[src/rtl/regfile_wb_arbiter.sv]
`default_nettype none
// ============================================================================
//  Module   : regfile_wb_arbiter
//  Purpose  : Round-robin arbitration of ALU and LSU writebacks onto the
//             single register-file write port, with a RAW pending-write mask.
//  Revision : 1.0  initial release
// ============================================================================
module regfile_wb_arbiter #(
  parameter int ADDR_W = 5,
  parameter int DATA_W = 32
) (
  input  logic              clk,
  input  logic              rst,
  input  logic              p0_valid,
  output logic              p0_ready,
  input  logic [ADDR_W-1:0] p0_addr,
  input  logic [2:0]        p0_mode,
  input  logic [DATA_W-1:0] p0_data,
  input  logic              p1_valid,
  output logic              p1_ready,
  input  logic [ADDR_W-1:0] p1_addr,
  input  logic [2:0]        p1_mode,
  input  logic [DATA_W-1:0] p1_data,
  output logic [2:0]        we3,
  output logic [ADDR_W-1:0] a3,
  output logic [DATA_W-1:0] wd3,
  output logic [31:0]       pend_mask,
  output logic              last_grant
);

  localparam logic [2:0] c_MODE_NONE = 3'b000;
  localparam logic [2:0] c_MODE_W32  = 3'b101;

  logic              r_full0, r_full1;
  logic [ADDR_W-1:0] r_addr0, r_addr1;
  logic [2:0]        r_mode0, r_mode1;
  logic [DATA_W-1:0] r_data0, r_data1;
  logic              r_last;
  logic [2:0]        r_we3;
  logic [ADDR_W-1:0] r_a3;
  logic [DATA_W-1:0] r_wd3;

  logic              w_g0, w_g1;
  logic              w_acc0, w_acc1;
  logic              w_drop0, w_drop1;
  logic [31:0]       w_pend;

  // Entries with an illegal mode or addressing r0 still take a grant slot
  function automatic logic f_dropped(input logic [2:0] mode, input logic [ADDR_W-1:0] addr);
    return (mode == c_MODE_NONE) || (mode > c_MODE_W32) || (addr == '0);
  endfunction

  assign w_drop0 = f_dropped(r_mode0, r_addr0);
  assign w_drop1 = f_dropped(r_mode1, r_addr1);

  assign w_g0 = r_full0 & (~r_full1 | r_last);
  assign w_g1 = r_full1 & (~r_full0 | ~r_last);

  assign p0_ready = ~r_full0 | w_g0;
  assign p1_ready = ~r_full1 | w_g1;
  assign w_acc0   = p0_valid & p0_ready;
  assign w_acc1   = p1_valid & p1_ready;

  always_ff @(posedge clk or posedge rst) begin
    if (rst) begin
      r_full0 <= 1'b0;
      r_addr0 <= '0;
      r_mode0 <= c_MODE_NONE;
      r_data0 <= '0;
    end else if (w_acc0) begin
      r_full0 <= 1'b1;
      r_addr0 <= p0_addr;
      r_mode0 <= p0_mode;
      r_data0 <= p0_data;
    end else if (w_g0) begin
      r_full0 <= 1'b0;
    end
  end

  always_ff @(posedge clk or posedge rst) begin
    if (rst) begin
      r_full1 <= 1'b0;
      r_addr1 <= '0;
      r_mode1 <= c_MODE_NONE;
      r_data1 <= '0;
    end else if (w_acc1) begin
      r_full1 <= 1'b1;
      r_addr1 <= p1_addr;
      r_mode1 <= p1_mode;
      r_data1 <= p1_data;
    end else if (w_g1) begin
      r_full1 <= 1'b0;
    end
  end

  always_ff @(posedge clk or posedge rst) begin
    if (rst) begin
      r_we3  <= c_MODE_NONE;
      r_a3   <= '0;
      r_wd3  <= '0;
      r_last <= 1'b1;
    end else if (w_g0) begin
      r_we3  <= w_drop0 ? c_MODE_NONE : r_mode0;
      r_a3   <= r_addr0;
      r_wd3  <= r_data0;
      r_last <= 1'b0;
    end else if (w_g1) begin
      r_we3  <= w_drop1 ? c_MODE_NONE : r_mode1;
      r_a3   <= r_addr1;
      r_wd3  <= r_data1;
      r_last <= 1'b1;
    end else begin
      r_we3  <= c_MODE_NONE;
    end
  end

  // Dropped entries never reach here; r0 stays clear
  always_comb begin
    w_pend = '0;
    if (r_full0 && !w_drop0)     w_pend[r_addr0] = 1'b1;
    if (r_full1 && !w_drop1)     w_pend[r_addr1] = 1'b1;
    if (r_we3 != c_MODE_NONE)    w_pend[r_a3]    = 1'b1;
  end

  assign pend_mask  = w_pend;
  assign we3        = r_we3;
  assign a3         = r_a3;
  assign wd3        = r_wd3;
  assign last_grant = r_last;

endmodule
`default_nettype wire

[config.mk]
export PLATFORM = sky130hd
export DESIGN_NAME = regfile_wb_arbiter
export DESIGN_NICKNAME = d
export VERILOG_FILES = /design/src/rtl/regfile_wb_arbiter.sv
export SDC_FILE = /design/constraint.sdc
export NUM_CORES = 1
export LEC_CHECK = 0
export CORE_MARGIN = 10
export CORE_UTILIZATION = 49
export DETAILED_ROUTE_END_ITERATION = 16
export HOLD_SLACK_MARGIN = 0.03
export PLACE_DENSITY = 0.81
export SETUP_SLACK_MARGIN = 0.3
export SLEW_MARGIN = 20
export SYNTH_ARGS = -nofsm -noshare
export SYNTH_HDL_FRONTEND = slang
export SYNTH_SLANG_ARGS = --single-unit
export TNS_END_PERCENT = 10
[constraint.sdc]
create_clock -name clk -period 4.2 [get_ports clk]
set_input_delay 0.63 -clock clk [delete_from_list [all_inputs] [get_ports clk]]
set_output_delay 0.63 -clock clk [all_outputs]
set_load 0.01 [all_outputs]
==> results of run 1 <==
[power by group]
group / total, W / internal (W) / switching [W]
Sequential: 0.00201 / 0.00160 / 0.000413
Clock: 0.00155 / 0.00101 / 0.000542
Combinational: 0.00211 / 0.00112 / 0.000992
Total: 0.00567 / 0.00373 / 0.00195
[path summary, 6_finish.rpt]
check | end | depth (start not counted) | start
min in group asynchronous | wd3[10] | 2 | rst
worst min register to register | wd3[4] | 2 | r_data0[4]
worst max-delay path | pend_mask[15] | 6 | r_full1
worst max register to register | r_data0[21] | 4 | r_full1
max in group asynchronous | r_data1[27] | 3 | rst
worst min-delay path | wd3[4] | 2 | r_data0[4]
[synth_stat cells, types with 2 or more instances]
master and instances:
nor3b_1 7, o21ai_0 5, nor2_1 81, clkbuf_1 13, o211ai_1 7, dfrtp_1 122, buf_1 5, nand4_1 2
and3_1 2, buf_2 14, inv_1 5, nand3_1 10, or3_1 4, or2_2 4, nand3b_1 5, nor2b_1 2
o2bb2a_1 2, buf_4 3, mux2_2 115, nor3_1 7, o221ai_1 20, nand2b_1 5, a22o_1 3, o22ai_1 37
nand2_1 43
[per-stage QoR]
stage                     util, %  setup WS, ns  instance area (sq um)
after floorplan                 -         0.301                   5990
after global routing         69.0         0.643                   8290
after CTS                    69.0         0.794                   8290
after detailed placement     63.8          1.24                   7660
after global placement       63.8          1.24                   7660
final                        69.0         0.813                   8290
[tightest hold or removal path: stages, from the launching register on]
cell	delay, ns
dfrtp_1	0.34
nor2_1	0.05
nor2_1	0.08
[state kept, by name, summed over array words and instances, names as in the netlist]
register and cells:
a3 5, r_mode1 3, r_data1 32, we3 3, r_full0 1, r_full1 1
wd3 32, last_grant 1, r_mode0 3, r_addr0 5, r_data0 32, r_addr1 5
[area by class of cell]
class,instances,share of cell area (%)
Timing Repair Buffer,167,19.9
Clock inverter,14,2.32
Tap cell,147,2.22
Sequential cell,123,37.2
Multi-Input combinational cell,374,32.9
Inverter,5,0.257
Clock buffer,18,5.30
[placed cells by master, fill, tap and decap left out, types with 5 or more instances in the layout]
| cell | synthesis | routed |
|---|---|---|
| o21ai_0 | 5 | 5 |
| nor3b_1 | 7 | 7 |
| o22ai_1 | 37 | 37 |
| nand3_1 | 10 | 10 |
| dfrtp_1 | 122 | 121 |
| mux2_2 | 115 | 115 |
| clkdlybuf4s50_1 | 0 | 158 |
| nand2_1 | 43 | 41 |
| o221ai_1 | 20 | 20 |
| nand3b_1 | 5 | 5 |
| buf_4 | 3 | 9 |
| nor2_1 | 81 | 81 |
| o211ai_1 | 7 | 7 |
| clkbuf_16 | 0 | 17 |
| nor3_1 | 7 | 7 |
[metal layers]
layer	vias up	share of wire, %
li1	2256	-
met1	2502	41
met2	201	49
met3	17	9.0
met4	0	0.98
met5	-	0
[cells by family (layout without fill, tap and decap cells)]
logic type             Yosys count  in the layout  share of synthesized area (%)
multiplexers                   115            115                           21.6
AND/OR/NAND/NOR                180            180                           13.9
buffers and inverters           41            204                           3.18
flip-flops                     123            123                           51.4
AO/OA/AOI/OAI                   79             79                           9.82
==> key figures, run 1 <==
Run status
  • Status: completed

Yosys
  • Synth top area share: 51.0%
  • Area leader, netlist: dfrtp_1
  • Share of synthesized registers carrying an async set or reset: 100%
  • Top cells by area, synth: dfrtp_1 (51%), mux2_2 (22%), nor2_1 (5.1%)
  • Syn nets: 622
  • Yosys cell types: 40
  • Number of synthesized flops with an enable pin: 0
  • Flops & latches, synth: 123
  • Mapped Cells: 538
  • Post-synth top flop: dfrtp_1
  • Syn Area/Cell: 11.1 sq um
  • Synth warnings: 0
  • Sequential fraction of the synthesis area: around 51%
  • Post-Syn Area: 5990 sq um

Setup path
  • Critical Path RT: 3.57 ns
  • Worst Setup End Kind: output port
  • Cell Chain, Critical Path: inv_1 > a211oi_2 > buf_4 > nand3_1 > o221ai_1 > clkdlybuf4s50_1
  • CP Class: flop to output port
  • Worst path bufs/invs: 3
  • WP data arrival: 2.76 ns
  • Slowest stage delay, CP: 0.68 ns
  • Critical path launch point type: flop
  • Register-to-register setup slack: 1.43 ns
  • Critical path's top delay family: buffers and inverters
  • Worst-path fanout max: 21
  • Slowest cell on crit path: dfrtp_2

CTS
  • Root buffer cell: clkbuf_16
  • CTS Buffer Depth: 2
  • CTS tree: yes
  • Total CTS buffers: 17
  • Post-CTS setup repair buffer count: 0
  • # clock sinks: 123
  • Cts repair resizes: 0
  • Clock-pin slew on the worst setup and hold paths: 0.06 ns
  • Cts hold-fix bufs: 0
  • Clk Latency, worst-skew pair: 0.42 ns
  • CTS HTree Levels: 4

Global route
  • Met3 GRT Util: 8.18%
  • Global-route met1 utilization: about a quarter
  • Overflow after GRT: 0
  • Largest net degree at the start of global routing: 77
  • First-pass GRT wire length: 29.3 mm
  • Vias in the first global route: about 5400
  • Antenna violations before repair: 0
  • Total Routing Usage GR: 22.2%
  • M2 GR Usage: roughly 37%
  • Grt peak-use layer: met2

Timing
  • Slew Limit Fails: 0
  • Setup_tns: 0 ns
  • Hold Slack: slightly above 0.5 ns
  • Period utilization: between 80% and 90%
  • Final setup fails: 0
  • Slew at the pin with the worst max-slew slack: 1.07 ns
  • RSZ-0062 raised after global routing: false
  • Hold Fails Final Rpt: 0
  • Clock Skew: 0.00947 ns
  • Slew Limit Headroom: 28.3%
  • FMAX: 0.295 GHz
  • Min Clock Period, post-route: between 3 and 4 ns

Final layout
  • Final cell count without fillers: approximately 850
  • Fill count: 865
  • # diodes: 0
  • Area occupied by multi-input gates: 2720 sq um
  • FF+latch area: roughly 3100 sq um
  • P&R area growth vs syn: 38.5%
  • Layout cells sized above 1: 24.5%
  • Final nets: 772

Floorplan
  • DIE HEIGHT: roughly 130 um
  • Num rows: 40
  • DIE AREA: approximately 17000 sq um
  • Chip width: 131 um
  • Ports: 159
  • Initial Util: 49.8%
  • Core Box Area: 12000 sq um

Worst hold path
  • Hold crit path type: flop to flop

Detailed routing
  • Vias: 4976
  • Total Wirelength: 18.6 mm
  • Starting DRT DRC Count: 299
  • Drt pass-1 iters: 6
  • Drt drc: 0
  • Routed WL per cell: 21.9 um
  • Vias per std cell: 5.87
  • Routed Antenna Nets: 0

Pwr
  • Static leakage: 3.30 nW
  • PD cells: 684 nW/um^2
  • Total Power: 0.00567 W
  • Max IR drop VDD: 0.000456 V

Placement
  • GP Congestion: 0.863
  • Buffers on Ports: 158
  • Placed insts: a little over 800
  • Post-DP HPWL: 13.0 mm

Job
  • Max-cap violations: 0
(Power assumes the default switching activity.)
==> run 2: changes to the inputs <==
==> constraint.sdc (replaced) <==
create_clock -name clk -period 3.2 [get_ports clk]
set_input_delay 0.48 -clock clk [delete_from_list [all_inputs] [get_ports clk]]
set_output_delay 0.48 -clock clk [all_outputs]
set_load 0.01 [all_outputs]
==> key figures, run 2 (synthesized netlist as in run 1, its figures left out) <==
Detailed routing
  • Drt drc: 0 (unchanged)
  • Vias: 4950 (-0.52%)
  • Met1 Wirelength: 7.11 mm (-5.6%)
  • Total Wirelength: 17.8 mm (-4.4%)
  • Highest Signal Layer: met4
  • Starting DRT DRC Count: 342 (+14%)
  • Drt pass-1 iters: 5 (-1)
  • Routed WL per cell: 20.8 um (-5.0%)
  • Routed wire length on met3: 1.58 mm (-5.2%)
  • Vias per std cell: 5.80 (-1.2%)
  • Wire length on met2: 8.82 mm (-4.0%)
  • Routed Antenna Nets: 0 (unchanged)

Setup path
  • WP data arrival: 2.38 ns (-0.38 ns)
  • Worst-path fanout max: 13 (-38%)
  • Worst setup path startpoint: r_mode1[2]
  • Worst Setup End Kind: output port
  • RR Startpoint: r_full1
  • Register-to-register setup slack: 0.94 ns (-0.49 ns)
  • Critical Path RT: 2.72 ns (-0.85 ns)
  • Critical path launch point type: flop
  • Crit Reg-Reg Endpoint: r_data0[28]
  • Worst Reg-to-Reg Cells: 5 (+1)
  • CP Class: flop to output port

Floorplan
  • Ports: 159 (unchanged)
  • Core Box Area: 12000 sq um (unchanged)
  • Chip width: 131 um (unchanged)
  • DIE HEIGHT: 131 um (unchanged)
  • Num rows: 40 (unchanged)
  • Initial Util: 49.8% (unchanged)
  • DIE AREA: 17000 sq um (unchanged)

Final layout
  • Post-route cell area: 8380 sq um (+1.0%)
  • # diodes: 0 (unchanged)
  • Commonest cells after routing, fill and taps aside: clkdlybuf4s50_1 (156), dfrtp_1 (118), mux2_2 (115), nor2_1 (81), nand2_1 (41)
  • Final nets: 778 (+0.78%)
  • P&R area growth vs syn: 39.9%
  • Commonest non-fill, non-tap cell in the layout: clkdlybuf4s50_1
  • Final cell count without fillers: 854 (+0.71%)
  • Layout cells sized above 1: 26.0% (+1.5 points)
  • Fill count: 910 (+5.2%)

Global route
  • First-pass GRT wire length: 27.9 mm (-4.8%)
  • Largest net degree at the start of global routing: 66 (-14%)
  • Overflow after GRT: 0 (unchanged)
  • Vias in the first global route: 5325 (-0.87%)
  • Total Routing Usage GR: 21.2% (-0.98 points)
  • Antenna violations before repair: 0 (unchanged)

Worst hold path
  • Hold crit path type: flop to flop
  • Hold path depth: 1 (-1)
  • HP Start: r_data0[9]
  • End of the worst hold path: r_data0[9]

Job
  • Max-cap violations: 0 (unchanged)

Timing
  • Final setup fails: 0 (unchanged)
  • Min Clock Period, post-route: roughly 2.9 ns
  • RSZ-0062 raised after global routing: true
  • Hold Fails Final Rpt: 0 (unchanged)
  • FMAX: 0.349 GHz
  • Clock Skew: 0.00616 ns (-0.00331 ns)
  • Period utilization: roughly 89%
  • Final worst setup slack: 0.337 ns (-0.476 ns)
  • Slew at the pin with the worst max-slew slack: 0.801 ns (-0.270 ns)
  • Slew Limit Headroom: 46.6% (+18 points)
  • Hold Slack: 0.504 ns (-0.00158 ns)
  • Slew Limit Fails: 0 (unchanged)
  • Setup_tns: 0 ns (unchanged)

Placement
  • Post-DP HPWL: 12.6 mm (-2.4%)
  • Post-Place Worst Slack: 0.562 ns (-0.681 ns)
  • GP Congestion: 0.929 (+7.6%)
  • Dpl cell area: 7690 sq um (+0.47%)
  • Buffers on Ports: 158 (unchanged)
  • Placed insts: 819 (+0.37%)

CTS
  • CTS HTree Levels: 4 (unchanged)
  • Root buffer cell: clkbuf_16
  • CTS tree: yes
  • Total CTS buffers: 17 (unchanged)
  • Clock-pin slew on the worst setup and hold paths: 0.06 ns (about the same)
  • Cts hold-fix bufs: 0 (unchanged)
  • Clk Latency, worst-skew pair: 0.41 ns (about the same)
  • # clock sinks: 123 (unchanged)
  • CTS Buffer Depth: 2 (unchanged)

Run status
  • Status: completed

Pwr
  • Static leakage: 3.36 nW (+1.8%)
  • Max IR drop VDD: 0.000546 V (+20%)
  • PD cells: 884 nW/um^2 (+29%)
==> run 2: changes by cell type in the layout (fill, tap and decap cells not counted), moves of 2 or more <==
cell / before / now
clkdlybuf4s50_1: 158 / 156
dlymetal6s2s_1: 0 / 2
buf_4: 9 / 13
dfrtp_2: 1 / 4
dfrtp_1: 121 / 118
==> run 2: worst max-delay path, cell delays in order (launching register included) <==
cell and delay (ns):
dfrtp_1 0.40, nor3_1 0.09, a211oi_2 0.22, buf_6 0.19, nand2_1 0.18, o221ai_1 0.28
clkdlybuf4s50_1 0.61
==> run 2: power breakdown <==
part / total (W) / internal [W] / switching (W)
clock: 0.00200 / 0.00130 / 0.000693
sequential: 0.00260 / 0.00210 / 0.000496
combinational: 0.00281 / 0.00149 / 0.00132
==> run 2: final cells by class <==
class,instances,area (sq um),area share [%]
Inverter,5,22.5,0.269
Clock buffer,18,429,5.12
Clock inverter,14,193,2.30
Multi-Input combinational cell,374,2750,32.8
Timing Repair Buffer,173,1720,20.5
Tap cell,147,184,2.20
Sequential cell,123,3080,36.8
==> run 2: worst max path at each step <==
stage / cells after the start / end / slack (ns)
6_report: 6 / pend_mask[16] / 0.34
5_1_grt: 5 / pend_mask[14] / 0.19
4_1_cts: 6 / pend_mask[11] / 0.22
3_5_place_dp: 4 / pend_mask[18] / 0.56
3_3_place_gp: 4 / pend_mask[18] / 0.60
2_1_floorplan: 1 / a3[0] / 1.21
==> run 2: per-layer routing <==
metal,global-route usage [%],vias up
met5,0,-
met3,8.22,25
met1,24.4,2453
met2,34.8,211
li1,-,2261
met4,8.57,0
==> run 2: timing repair <==
action | in CTS | in global routing
cloned | 0 | 0
pin swaps | 1 | 0
setup buffers | 3 | 0
hold endpoints to repair | 0 | 0
endpoints found under the setup margin | 21 | 26
resized for setup | 2 | 9
==> run 2: stage by stage <==
step	power (W)	utilization [%]
floorplan	0.00407	-
global placement	0.00527	64.1
detailed placement	0.00538	64.1
CTS	0.00743	69.5
global route	0.00783	69.7
finish	0.00740	69.7
